$ cat src/rtl/serial_add_pkg.sv
// Shared types and sizing helpers for the bit-serial add/subtract engine.
//   state_t : controller FSM encoding (IDLE, RUN, DONE)
//   CNT_W   : bit-counter width for a given operand width
package serial_add_pkg;

    typedef enum logic [1:0] {
        IDLE = 2'd0,
        RUN  = 2'd1,
        DONE = 2'd2
    } state_t;

    function automatic int unsigned CNT_W(input int unsigned width);
        return $clog2(width);
    endfunction

endpackage

$ cat src/rtl/fa_cell.sv
// Single-bit full adder, the only arithmetic in the serial engine.
// Ports:
//   a, b, cin : addend bits and carry in
//   sum, cout : sum bit and carry out
module fa_cell (
    input  logic a,
    input  logic b,
    input  logic cin,
    output logic sum,
    output logic cout
);

    assign sum  = a ^ b ^ cin;
    assign cout = (a & b) | ((a ^ b) & cin);

endmodule

$ cat src/rtl/serial_add_ctrl.sv
// Bit-serial add/subtract engine: one full-adder cell reused over WIDTH
// cycles, LSB first, with valid/ready handshakes on operands and result.
// Ports:
//   clk, rst                    : clock, asynchronous active-high reset
//   in_valid, in_ready          : operand handshake (accepts in IDLE only)
//   a_in, b_in, sub, cin        : operands; sub=1 gives A-B, else A+B+cin
//   out_valid, out_ready        : result handshake (held until accepted)
//   sum_out, cout_out, ovf_out  : result, carry out of MSB, signed overflow
//   busy                        : high while an operation is in flight
module serial_add_ctrl
    import serial_add_pkg::*;
#(
    parameter int unsigned WIDTH = 8
) (
    input  logic             clk,
    input  logic             rst,
    input  logic             in_valid,
    output logic             in_ready,
    input  logic [WIDTH-1:0] a_in,
    input  logic [WIDTH-1:0] b_in,
    input  logic             sub,
    input  logic             cin,
    output logic             out_valid,
    input  logic             out_ready,
    output logic [WIDTH-1:0] sum_out,
    output logic             cout_out,
    output logic             ovf_out,
    output logic             busy
);

    localparam int unsigned CW = CNT_W(WIDTH);

    state_t           state;
    logic [WIDTH-1:0] a_sh;
    logic [WIDTH-1:0] b_sh;
    logic             carry;
    logic             c_msb_in;
    logic [CW-1:0]    cnt;
    logic             fa_sum;
    logic             fa_cout;

    // The cell always sees the current LSBs and the running carry.
    fa_cell u_fa (
        .a    (a_sh[0]),
        .b    (b_sh[0]),
        .cin  (carry),
        .sum  (fa_sum),
        .cout (fa_cout)
    );

    // FSM, datapath shifters and registered outputs.
    // sum_out doubles as the result shift register; it is only meaningful
    // while out_valid is high.
    always_ff @(posedge clk or posedge rst) begin
        if (rst) begin
            state     <= IDLE;
            a_sh      <= '0;
            b_sh      <= '0;
            carry     <= 1'b0;
            c_msb_in  <= 1'b0;
            cnt       <= '0;
            in_ready  <= 1'b1;
            out_valid <= 1'b0;
            busy      <= 1'b0;
            sum_out   <= '0;
            cout_out  <= 1'b0;
            ovf_out   <= 1'b0;
        end else begin
            case (state)
                IDLE: begin
                    if (in_valid) begin
                        a_sh     <= a_in;
                        // Subtract as A + ~B + 1; cin is ignored then.
                        b_sh     <= sub ? ~b_in : b_in;
                        carry    <= sub | cin;
                        cnt      <= '0;
                        in_ready <= 1'b0;
                        busy     <= 1'b1;
                        state    <= RUN;
                    end
                end

                RUN: begin
                    a_sh    <= {1'b0, a_sh[WIDTH-1:1]};
                    b_sh    <= {1'b0, b_sh[WIDTH-1:1]};
                    sum_out <= {fa_sum, sum_out[WIDTH-1:1]};
                    carry   <= fa_cout;
                    cnt     <= cnt + CW'(1);
                    // Carry produced by bit WIDTH-2 is the carry into the MSB.
                    if (cnt == CW'(WIDTH - 2)) begin
                        c_msb_in <= fa_cout;
                    end
                    if (cnt == CW'(WIDTH - 1)) begin
                        cout_out  <= fa_cout;
                        ovf_out   <= c_msb_in ^ fa_cout;
                        out_valid <= 1'b1;
                        state     <= DONE;
                    end
                end

                DONE: begin
                    if (out_ready) begin
                        out_valid <= 1'b0;
                        busy      <= 1'b0;
                        in_ready  <= 1'b1;
                        state     <= IDLE;
                    end
                end

                default: begin
                    out_valid <= 1'b0;
                    busy      <= 1'b0;
                    in_ready  <= 1'b1;
                    state     <= IDLE;
                end
            endcase
        end
    end

endmodule

$ cat config.mk
export PLATFORM = sky130hd
export DESIGN_NAME = serial_add_ctrl
export DESIGN_NICKNAME = d
export VERILOG_FILES = /design/src/rtl/serial_add_pkg.sv /design/src/rtl/fa_cell.sv /design/src/rtl/serial_add_ctrl.sv
export SDC_FILE = /design/constraint.sdc
export NUM_CORES = 1
export LEC_CHECK = 0
export BUFFER_PORTS_ARGS = -buffer_cell sky130_fd_sc_hd__buf_4
export CAP_MARGIN = 20
export CORE_MARGIN = 2
export CORE_UTILIZATION = 33
export CTS_BUF_LIST = sky130_fd_sc_hd__clkbuf_16
export CTS_CLUSTER_SIZE = 12
export DETAILED_ROUTE_END_ITERATION = 8
export PLACE_DENSITY = 0.63
export SETUP_SLACK_MARGIN = 0.4
export SLEW_MARGIN = 5
export SYNTH_ARGS = -nofsm -noshare
export SYNTH_HDL_FRONTEND = slang
export SYNTH_SLANG_ARGS = --single-unit
$ cat constraint.sdc
create_clock -name clk -period 2.88 [get_ports clk]
set_clock_uncertainty 0.05 [all_clocks]
set_input_delay 0.144 -clock clk [delete_from_list [all_inputs] [get_ports clk]]
set_output_delay 0.144 -clock clk [all_outputs]
set_load 0.02 [all_outputs]
==> results of run 1 <==
power groups by stage:
stage          Clock, mW  Combinational, mW  Sequential, mW
3_5_place_dp           0              0.796           0.888
3_3_place_gp           0              0.775           0.888
5_1_grt            0.528              0.886           0.917
2_1_floorplan          0              0.503           0.919
4_1_cts            0.505              0.796           0.885
6_report           0.494              0.781           0.883
area by class of cell:
type	count	area (um^2)
fillers	528	2922
flip-flops and latches	36	902.1
multi-input cells	119	758.2
repair buffers	39	295.3
clock buffers	5	125.1
well taps	70	87.58
inverters	11	41.29
clock inverters	2	8.758
timing repair:
item / in CTS / in global routing
setup buffers: 0 / 0
hold endpoints to repair: 16 / 0
hold buffers: 1 / 0
setup endpoints to repair: 0 / 0
per-layer routing:
metal	wire length, um	global-route usage, %
met5	0	0
met4	23	3.750
met3	179	4.535
met2	1723	20.43
met1	1769	17.83
flip-flops by register name, summed over array words and instances, names as in the netlist:
signal,count
state,2
busy,1
sum_out,8
cnt,3
a_sh,8
ovf_out,1
out_valid,1
cout_out,1
carry,1
in_ready,1
b_sh,8
c_msb_in,1
critical path, delay by kind of cell, from the launching register on:
family	cells	cell delay, ns
and+or+nand+nor	1	0.47
AOI/OAI and AO/OA	2	0.32
buffers and inverters	1	0.26
DFF	1	0.53
synthesized netlist by cell type, drive strengths merged (2+ instances only):
library cell  count
dfrtp            35
nand2            31
o21ai            14
a21oi            13
buf              12
inv              11
nor2b            11
a22oi             8
a221o             7
o32ai             7
xnor2             7
clkbuf            3
ha                3
mux2              3
nor2              3
xor2              2
logic make-up (layout without fill, tap and decap cells):
logic type | count (synthesis) | count (layout)
adder cells (fa/ha/maj) | 4 | 4
flip-flops | 36 | 36
AO/OA/AOI/OAI | 53 | 53
buffers and inverters | 26 | 57
XOR/XNOR | 9 | 9
AND/OR/NAND/NOR | 50 | 50
multiplexers | 3 | 3
worst max-delay path by stage:
stage | start | endpoint | slack (ns) | cells past startpoint
after floorplan | carry$_DFFE_PP0P_ | ovf_out$_DFFE_PP0P_ | 1.43 | 3
after global placement | state[0]$_DFFE_PP0P_ | a_sh[4]$_DFFE_PP0P_ | 1.21 | 4
after detailed placement | state[1]$_DFFE_PP0P_ | b_sh[3]$_DFFE_PP0P_ | 1.17 | 4
after CTS | state[0]$_DFFE_PP0P_ | carry$_DFFE_PP0P_ | 1.18 | 4
after global routing | state[0]$_DFFE_PP0P_ | a_sh[4]$_DFFE_PP0P_ | 0.98 | 4
final | state[1]$_DFFE_PP0P_ | b_sh[3]$_DFFE_PP0P_ | 1.18 | 4
stage by stage:
step	hold slack (ns)	cells	area, um^2
6_report	0.1140	282	2218
5_1_grt	0.1306	282	2218
4_1_cts	0.1052	282	2218
3_5_place_dp	0.2435	274	2074
3_3_place_gp	0.2369	274	2074
2_1_floorplan	0.2603	181	1778
==> out/summary.log, run 1 <==
INFO  run_status     outcome=complete, no violations
INFO  synthesis      combinational_family_with_the_most_area_after_synthesis=compound AO/OA/AOI/OAI gates
INFO  global_routing grt_first_pass_wirelength=6327um
INFO  synthesis      post_synth_main_area_contributors=sky130_fd_sc_hd__dfrtp_1, sky130_fd_sc_hd__nand2_1, sky130_fd_sc_hd__a221o_1
INFO  pwr            pwr_density_cell=972.6nW/um^2
INFO  worst_hold_path worst_hold_path.num_cells=3
INFO  routing        routed_via_density=4.855
INFO  pwr            switching_share=36.19%
INFO  synthesis      netlist_area=1778um^2
INFO  sta            setup-violations-final=0
INFO  synthesis      synth-seq-area-share=50.74%
INFO  synthesis      synth-async-reset-ratio=100.0%
INFO  clock_tree     cts_root_buf=sky130_fd_sc_hd__clkbuf_16
INFO  global_routing first_global_vias=1370
INFO  worst_hold_path worst_hold_path_type=input pin to flip-flop
INFO  synthesis      synth_top_cell_by_area=sky130_fd_sc_hd__dfrtp_1
INFO  sta            setup_total_negative_slack=0ns
INFO  sta            timing_worst_slew_pin_value=0.6763ns
INFO  pwr            net-switching-power=0.7808mW
INFO  placed_design  post-place-ws=1.173ns
INFO  clock_tree     clock_tree.htree_level_count=2
INFO  critical_path  timing.critical_path.from_type=flip-flop
INFO  pwr            power.share.clock=22.9%
INFO  clock_tree     clock_tree_from_tritoncts=built
INFO  sta            max-slew-margin-rel=54.86%
INFO  floorplanning  die_height=77.40um
INFO  floorplanning  dieWidth=77.40um
INFO  critical_path  worst_ep_required_time=3.04ns
INFO  worst_hold_path holdPathEnd=a_sh[3]$_DFFE_PP0P_
INFO  routing        vias=1369
INFO  final_layout   mostFrequentLayoutCell=sky130_fd_sc_hd__buf_4
INFO  global_routing grt-ovfl-total=0
INFO  critical_path  worstReg2RegEnd=b_sh[3]$_DFFE_PP0P_
INFO  routing        detailedRoute.firstIterationViolations=80
INFO  synthesis      synthDistinctLibCells=30
INFO  flow_run       cap_viol_max_count=0
INFO  clock_tree     clk_transition_reported_paths=0.05ns
INFO  synthesis      mappedNetlistNets=207
INFO  final_layout   n_antenna_cell=0
INFO  floorplanning  core-area=5140um^2
INFO  final_layout   final_layout_size_suffix_gt1_share=23.11%
INFO  final_layout   number_of_nets_in_the_layout=238
INFO  sta            final_hold_viol_count=0
INFO  critical_path  depth_of_the_worst_register_to_register_path=4
INFO  critical_path  cpPeakStageDelay=0.53ns
INFO  sta            finalCriticalPeriod=1.698ns
INFO  critical_path  flop2flop_setup_slack=1.18ns
INFO  synthesis      yosys-mux-area-fraction=1.900%
INFO  critical_path  worst-endpoint-arrival=1.86ns
INFO  floorplanning  floorplan.die_area=5991um^2
INFO  synthesis      synth-seq-cells=36
INFO  critical_path  cpMaxStageDelayCell=sky130_fd_sc_hd__dfrtp_1
INFO  sta            slack_of_the_critical_path=1.182ns
INFO  pwr            total_leakage_power=1.040nW
INFO  sta            max_freq=589.0MHz
INFO  routing        routedWlPerCell=13.11um
INFO  clock_tree     clkSinkCount=36
INFO  final_layout   synthToLayoutAreaGrowth=24.77%
INFO  clock_tree     cts.path.max_buffers=2
INFO  global_routing grt_start_max_net_pins=23
INFO  pwr            overall_power=2.158mW
INFO  synthesis      post_synth.cell_area_avg=9.823um^2
INFO  placed_design  dp_hpwl=2537um
INFO  floorplanning  ios=35
INFO  pwr            pwr-share-seq=40.9%
INFO  pwr            p_int=1.377mW
INFO  clock_tree     post_cts_sizing=0
INFO  sta            rsz0062_at_grt=false
INFO  sta            final-max-slew-violation-count=0
INFO  synthesis      synth_compound_gate_area_share=20.13%
INFO  final_layout   layout.cells.most_common_list=sky130_fd_sc_hd__buf_4, sky130_fd_sc_hd__dfrtp_1, sky130_fd_sc_hd__nand2_1
INFO  routing        finalWirelength=3696um
INFO  sta            timing.final.crit_share=58.95%
INFO  global_routing antenna_violations_before_repair=0
INFO  floorplanning  initial_utilization=34.59%
INFO  routing        remaining_drc_errors=0
INFO  synthesis      post_synth_fa_ha_maj_area_fraction=3.237%
INFO  global_routing groute.usage.overall=13.28%
INFO  synthesis      synth_xor_area_share=4.433%
INFO  floorplanning  rows=26
INFO  pwr            power_frac_comb=36.2%
INFO  final_layout   layout.core_utilization=43.16%
INFO  pwr            max-vdd-ir-drop=398.3uV
INFO  synthesis      post-synth-top-area-fraction=49.26%
INFO  synthesis      syn-instance-count=181
INFO  placed_design  placement.io_buffers=34
INFO  routing        drtAntennaViolNets=0
INFO  placed_design  finalWeightedCongestion=0.7132
INFO  critical_path  critPathKind=flip-flop to flip-flop
INFO  routing        drt_first_pass_iters=4
INFO  critical_path  timing.rr.start=state[1]$_DFFE_PP0P_
INFO  synthesis      number_of_enable_flip_flop_cells_after_synthesis=0
INFO  synthesis      yosys_warn_count=0
INFO  clock_tree     tritoncts.num_buffers=5
INFO  worst_hold_path hp-start=a_in[3]
INFO  synthesis      simple_gate_area_share_of_the_yosys_netlist=12.95%
INFO  critical_path  path_max_fanout=14
INFO  clock_tree     clk_latency=0.27ns
INFO  critical_path  setup.worst_path.end_class=flip-flop
INFO  synthesis      ys.flop_type=sky130_fd_sc_hd__dfrtp_1
INFO  critical_path  crit_chain=buf_4 > or3b_1 > o32ai_1 > a221o_1
Power figures use the tool's default switching activity.
==> run 2, diff against run 1 <==
clock period = 1.75 ns   (was 2.88 ns; I/O delays follow)
==> run 2 against run 1 <==
  * First-iteration DRC count down 60%
  * Total power up 72%
  * Non-clock buffer count is 4 higher
  * Sequential power is 60% higher
  * Hold slack got worse by 0.076 ns
  * Fmax grew 19%
  * Final area grew 2.7%
  * Critical endpoint is now ovf_out$_DFFE_PP0P_
  * Largest power group is now combinational cells
==> out/summary.log, run 2 (synthesis results as in run 1) <==
INFO  critical_path  timing.critical_path.from_type=flip-flop
INFO  routing        remaining_drc_errors=0 [unchanged]
INFO  sta            max-slew-margin-rel=69.16% [+14 points]
INFO  critical_path  worst-path-buf-inv=0 [-1]
INFO  global_routing grt-ovfl-total=0 [unchanged]
INFO  clock_tree     clk_latency=0.28ns [about the same]
INFO  clock_tree     tritoncts.num_buffers=5 [unchanged]
INFO  floorplanning  rows=26 [unchanged]
INFO  critical_path  setup.worst_path.end_class=flip-flop
INFO  clock_tree     cts_root_buf=sky130_fd_sc_hd__clkbuf_16
INFO  final_layout   number_of_nets_in_the_layout=242 [+1.7%]
INFO  placed_design  finalWeightedCongestion=0.7547 [+5.8%]
INFO  critical_path  cpPeakStageDelay=0.43ns [-0.10 ns]
INFO  critical_path  path_max_fanout=3 [-11]
INFO  placed_design  placement.io_buffers=34 [unchanged]
INFO  floorplanning  die_height=77.40um [unchanged]
INFO  final_layout   combined_flip_flop_and_latch_cell_area=902.1um^2 [unchanged]
INFO  clock_tree     clock_tree_from_tritoncts=built
INFO  sta            final-max-slew-violation-count=0 [unchanged]
INFO  placed_design  dp_hpwl=2512um [-0.98%]
INFO  floorplanning  core-area=5140um^2 [unchanged]
INFO  sta            timing.final.crit_share=81.21% [+22 points]
INFO  routing        routed_via_density=4.739 [-2.4%]
INFO  sta            setup_total_negative_slack=0ns [unchanged]
INFO  clock_tree     cts.path.max_buffers=2 [unchanged]
INFO  clock_tree     clkSinkCount=36 [unchanged]
INFO  final_layout   multiInputGateArea=779.5um^2 [+2.8%]
INFO  global_routing grt_start_max_net_pins=37 [+61%]
INFO  final_layout   synthToLayoutAreaGrowth=28.15%
INFO  critical_path  critPathKind=flip-flop to flip-flop
INFO  critical_path  worst_ep_required_time=1.86ns [-1.18 ns]
INFO  run_status     outcome=complete, no violations
INFO  placed_design  post-place-ws=0.3277ns [-0.8458 ns]
INFO  final_layout   mostFrequentLayoutCell=sky130_fd_sc_hd__buf_4
INFO  global_routing first_global_vias=1393 [+1.7%]
INFO  pwr            max-vdd-ir-drop=662.3uV [+66%]
INFO  sta            final_hold_viol_count=0 [unchanged]
INFO  global_routing groute.usage.overall=13.93% [+0.66 points]
INFO  sta            finalCriticalPeriod=1.421ns [-0.2767 ns]
INFO  routing        drtAntennaViolNets=0 [unchanged]
INFO  sta            timing_worst_slew_pin_value=0.4626ns [-0.2137 ns]
INFO  routing        vias=1360 [-0.66%]
INFO  critical_path  worst-endpoint-arrival=1.53ns [-0.33 ns]
INFO  final_layout   layout.cells.most_common_list=sky130_fd_sc_hd__buf_4, sky130_fd_sc_hd__dfrtp_1, sky130_fd_sc_hd__nand2_1
INFO  routing        routedWlPerCell=13.43um [+2.4%]
INFO  sta            max_freq=703.7MHz [+19%]
INFO  pwr            total_leakage_power=1.069nW [+2.8%]
INFO  routing        finalWirelength=3853um [+4.2%]
INFO  critical_path  path_delay_family=adder cells
INFO  floorplanning  dieWidth=77.40um [unchanged]
INFO  routing        detailedRoute.firstIterationViolations=32 [-60%]
INFO  critical_path  crit_chain=fa_2 > xor2_1 > mux2_4
INFO  final_layout   fill_cells=529 [+0.19%]
INFO  worst_hold_path worst_hold_path_type=input pin to flip-flop
INFO  global_routing grt_first_pass_wirelength=6596um [+4.3%]
INFO  global_routing antenna_violations_before_repair=0 [unchanged]
INFO  critical_path  cpMaxStageDelayCell=sky130_fd_sc_hd__fa_2
INFO  final_layout   n_antenna_cell=0 [unchanged]
INFO  sta            slack_of_the_critical_path=0.3289ns [-0.8533 ns]
INFO  flow_run       cap_viol_max_count=0 [unchanged]
INFO  final_layout   final_layout_size_suffix_gt1_share=28.11% [+5.0 points]
INFO  clock_tree     clock_tree.htree_level_count=2 [unchanged]
INFO  floorplanning  floorplan.die_area=5991um^2 [unchanged]
INFO  sta            rsz0062_at_grt=true
INFO  final_layout   largest_registers=a_sh x8, b_sh x8, sum_out x8
INFO  sta            setup-violations-final=0 [unchanged]
INFO  routing        drt_first_pass_iters=4 [unchanged]
INFO  floorplanning  ios=35 [unchanged]
INFO  floorplanning  initial_utilization=34.59% [unchanged]
INFO  clock_tree     clk_transition_reported_paths=0.05ns [about the same]
INFO  pwr            pwr_density_cell=1626nW/um^2 [+67%]
[run 2: path summary, 6_finish.rpt]
check                                       start                      to  slack (ns)  cells past startpoint
max                             carry$_DFFE_PP0P_     ovf_out$_DFFE_PP0P_        0.33                      3
min                                       a_in[4]     a_sh[4]$_DFFE_PP0P_        0.04                      3
max reg2reg                     carry$_DFFE_PP0P_     ovf_out$_DFFE_PP0P_        0.33                      3
min reg2reg                sum_out[0]$_DFFE_PP0N_  sum_out[0]$_DFFE_PP0N_        0.43                      2
max in group asynchronous                     rst    in_ready$_DFFE_PP1P_        0.86                      4
min in group asynchronous                     rst  sum_out[0]$_DFFE_PP0N_        0.43                      4
[run 2: worst min-delay path, cell delays in order]
cell                      delay, ns
sky130_fd_sc_hd__buf_4         0.07
sky130_fd_sc_hd__a21oi_1       0.04
sky130_fd_sc_hd__o21ai_0       0.12
[run 2: report_power, final]
part | internal (mW) | switching [mW] | leakage, nW
Combinational | 0.674 | 0.774 | 0.539
Clock | 0.517 | 0.332 | 0.0710
Sequential | 1.16 | 0.243 | 0.460
Total | 2.36 | 1.35 | 1.07
[run 2: cell type report]
type	count	area share (%)
clock buffer	5	5.491
clock inverter	3	0.6041
inverter	11	1.812
multi-input combinational	119	34.21
sequential	36	39.59
tap	70	3.844
timing repair buffer	43	14.44
[run 2: through the flow]
step	hold slack (ns)	power, mW	area [um^2]	instances	utilization, %
after global routing	0.04612	3.991	2278	287	44.33
after global placement	0.1808	2.770	2087	275	40.60
after detailed placement	0.1775	2.795	2087	275	40.60
after floorplan	0.2038	2.347	1783	181	-
final	0.03837	3.705	2278	287	44.33
after CTS	0.04025	3.709	2258	286	43.94
[run 2: layer usage]
layer	vias up	wire (um)	global-route usage (%)
met1	631	1896	18.84
met4	0	49	5.357
met2	30	1778	21.83
li1	692	-	-
met3	7	129	3.140
met5	-	0	0
[run 2: what timing repair did]
item / 4_1_cts / 5_1_grt
pin swaps: 1 / 1
hold buffers: 1 / 0
endpoints found under the setup margin: 6 / 21
endpoints found under the hold margin: 35 / 0
resized for setup: 3 / 4
buffers inserted: 2 / 1
==> run 3, diff against run 2 <==
PLACE_DENSITY = 0.65   (was 0.63)
clock period = 1.3 ns   (was 1.75 ns; I/O delays follow)
==> run 3 against run 2 <==
  * The flow now finishes with violations (hold timing, setup timing)
  * First-iteration DRC count is 130% higher
  * Global-route usage is 2.5 points higher
  * Register-to-register slack worse by 0.43 ns
  * Sequential power is 38% higher
  * Worst setup slack worse by 0.43 ns
  * Combinational power is 150% higher
  * Cell count is 13% higher
  * Count of clock-buffer cells in the layout stayed put
  * Routed wire length is 23% higher
==> out/summary.log, run 3 (synthesis results as in run 1) <==
INFO  critical_path  timing.critical_path.from_type=flip-flop
INFO  routing        routed_via_density=4.972 [+4.9%]
INFO  global_routing grt_start_max_net_pins=24 [-35%]
INFO  sta            slack_of_the_critical_path=-0.09745ns [-0.4264 ns]
INFO  pwr            pwr_density_cell=2186nW/um^2 [+34%]
INFO  sta            finalCriticalPeriod=1.397ns [-0.02364 ns]
INFO  floorplanning  initial_utilization=34.59% [unchanged]
INFO  sta            setup_total_negative_slack=-0.1808ns [-0.1808 ns]
INFO  clock_tree     cts.path.max_buffers=2 [unchanged]
INFO  global_routing grt-ovfl-total=0 [unchanged]
INFO  final_layout   final_layout_size_suffix_gt1_share=56.92% [+29 points]
INFO  sta            setup-violations-final=4 [+4]
INFO  run_status     failed_checks=hold timing, setup timing
INFO  routing        routedWlPerCell=14.67um [+9.3%]
INFO  pwr            total_leakage_power=1.373nW [+28%]
INFO  sta            timing_worst_slew_pin_value=0.3595ns [-0.1031 ns]
INFO  critical_path  setup.worst_path.end_class=flip-flop
INFO  routing        vias=1606 [+18%]
INFO  sta            max_freq=715.6MHz [+1.7%]
INFO  final_layout   fill_cells=455 [-14%]
INFO  placed_design  placement.io_buffers=34 [unchanged]
INFO  sta            max-slew-margin-rel=75.99% [+6.8 points]
INFO  critical_path  worst_ep_required_time=1.41ns [-0.45 ns]
INFO  flow_run       cap_viol_max_count=0 [unchanged]
INFO  global_routing antenna_violations_before_repair=0 [unchanged]
INFO  clock_tree     cts_root_buf=sky130_fd_sc_hd__clkbuf_16
INFO  final_layout   number_of_nets_in_the_layout=278 [+15%]
INFO  critical_path  critPathKind=flip-flop to flip-flop
INFO  floorplanning  core-area=5140um^2 [unchanged]
INFO  final_layout   largest_registers=a_sh x8, b_sh x8, sum_out x8
INFO  clock_tree     tritoncts.num_buffers=5 [unchanged]
INFO  final_layout   synthToLayoutAreaGrowth=71.50%
INFO  pwr            max-vdd-ir-drop=1007uV [+52%]
INFO  final_layout   n_antenna_cell=0 [unchanged]
INFO  final_layout   mostFrequentLayoutCell=sky130_fd_sc_hd__buf_4
INFO  routing        drtAntennaViolNets=0 [unchanged]
INFO  sta            final-max-slew-violation-count=0 [unchanged]
INFO  floorplanning  dieWidth=77.40um [unchanged]
INFO  critical_path  worst-endpoint-arrival=1.51ns [-0.02 ns]
INFO  worst_hold_path worst_hold_path_type=input pin to flip-flop
INFO  floorplanning  floorplan.die_area=5991um^2 [unchanged]
INFO  placed_design  dp_hpwl=2841um [+13%]
INFO  sta            rsz0062_at_grt=true
INFO  run_status     outcome=complete, but fails checks
INFO  clock_tree     clkSinkCount=36 [unchanged]
INFO  critical_path  path_max_fanout=4 [+1]
INFO  routing        remaining_drc_errors=0 [unchanged]
INFO  sta            hold-worst-slack=-0.002789ns [-0.04116 ns]
INFO  placed_design  post-place-ws=-0.1018ns [-0.4295 ns]
INFO  routing        finalWirelength=4739um [+23%]
INFO  global_routing grt_first_pass_wirelength=7686um [+17%]
INFO  global_routing groute.usage.overall=16.40% [+2.5 points]
INFO  routing        drt_first_pass_iters=4 [unchanged]
INFO  global_routing first_global_vias=1594 [+14%]
INFO  clock_tree     clock_tree.htree_level_count=2 [unchanged]
INFO  sta            timing.final.crit_share=107.5% [+26 points]
INFO  floorplanning  ios=35 [unchanged]
INFO  floorplanning  die_height=77.40um [unchanged]
INFO  sta            final_hold_viol_count=1 [+1]
INFO  clock_tree     clk_transition_reported_paths=0.05ns [about the same]
INFO  final_layout   layout.cells.most_common_list=sky130_fd_sc_hd__buf_4, sky130_fd_sc_hd__dfrtp_1, sky130_fd_sc_hd__buf_6
INFO  floorplanning  rows=26 [unchanged]
INFO  clock_tree     clk_latency=0.28ns [about the same]
INFO  clock_tree     clock_tree_from_tritoncts=built
INFO  routing        detailedRoute.firstIterationViolations=72 [+130%]
INFO  placed_design  finalWeightedCongestion=0.7903 [+4.7%]
run 3: cell types whose count changed in the layout (fill, tap and decap cells not counted), moves of 9 or more:
cell / change
sky130_fd_sc_hd__a21oi_1: -13
sky130_fd_sc_hd__a21oi_2: +9
sky130_fd_sc_hd__buf_6: +23
sky130_fd_sc_hd__nand2_1: -10
sky130_fd_sc_hd__o21ai_0: -12
run 3: cell type report:
cell class	instances	area, um^2	area share (%)
flip-flops and latches	36	903.4	29.63
multi-input cells	119	1059	34.72
well taps	70	87.58	2.872
inverters	11	45.04	1.477
clock inverters	3	13.76	0.4514
clock buffers	5	125.1	4.103
repair buffers	79	815.8	26.75
run 3: metal layers:
layer  up-vias  track usage [%]  part of all wire [%]
met5         -                0                     0
met4         0            7.679                   2.4
met3        13            3.953                   3.6
met2        42            24.61                    48
met1       780            22.32                    46
li1        771                -                     -
run 3: timing repair:
item,4_1_cts,5_1_grt
endpoints found under the setup margin,49,49
buffers inserted,17,4
pin swaps,35,18
hold buffers,2,1
cloned,2,0
hold endpoints to repair,33,1
gates resized for setup,56,30
run 3: report_power, final:
group          switching [mW]  total (mW)  internal [mW]
sequential              0.368        1.94           1.57
clock                   0.465        1.16          0.696
combinational            1.60        3.57           1.96
total                    2.44        6.66           4.23
run 3: worst max-delay path, stage by stage, from the launching register on:
cell	delay [ns]
sky130_fd_sc_hd__dfrtp_1	0.40
sky130_fd_sc_hd__fa_2	0.43
sky130_fd_sc_hd__xor2_1	0.15
sky130_fd_sc_hd__mux2_2	0.25
run 3: metrics by stage:
step | instances | power, mW | cell area [um^2] | utilization (%) | hold WS, ns
after global placement | 289 | 4.165 | 2335 | 45.42 | 0.01485
final | 323 | 6.665 | 3049 | 59.32 | -0.002789
after detailed placement | 289 | 4.223 | 2335 | 45.42 | 0.01374
after global routing | 323 | 7.080 | 3049 | 59.32 | 0.01061
after floorplan | 181 | 3.483 | 1943 | - | -0.03197
after CTS | 318 | 6.278 | 2887 | 56.16 | 0.004751
run 3: final timing paths:
kind                                          start  slack (ns)  depth (start not counted)             endpoint
worst max-delay path            a_sh[0]$_DFFE_PP0P_        -0.1                          3  ovf_out$_DFFE_PP0P_
worst min-delay path                        a_in[7]      -0.003                          3  a_sh[7]$_DFFE_PP0P_
max in group asynchronous                       rst        0.52                          4  b_sh[4]$_DFFE_PP0P_
min in group asynchronous                       rst        0.27                          3     busy$_DFFE_PP0P_
worst min register to register  b_sh[7]$_DFFE_PP0P_        0.47                          2  b_sh[7]$_DFFE_PP0P_
worst max register to register  a_sh[0]$_DFFE_PP0P_        -0.1                          3  ovf_out$_DFFE_PP0P_
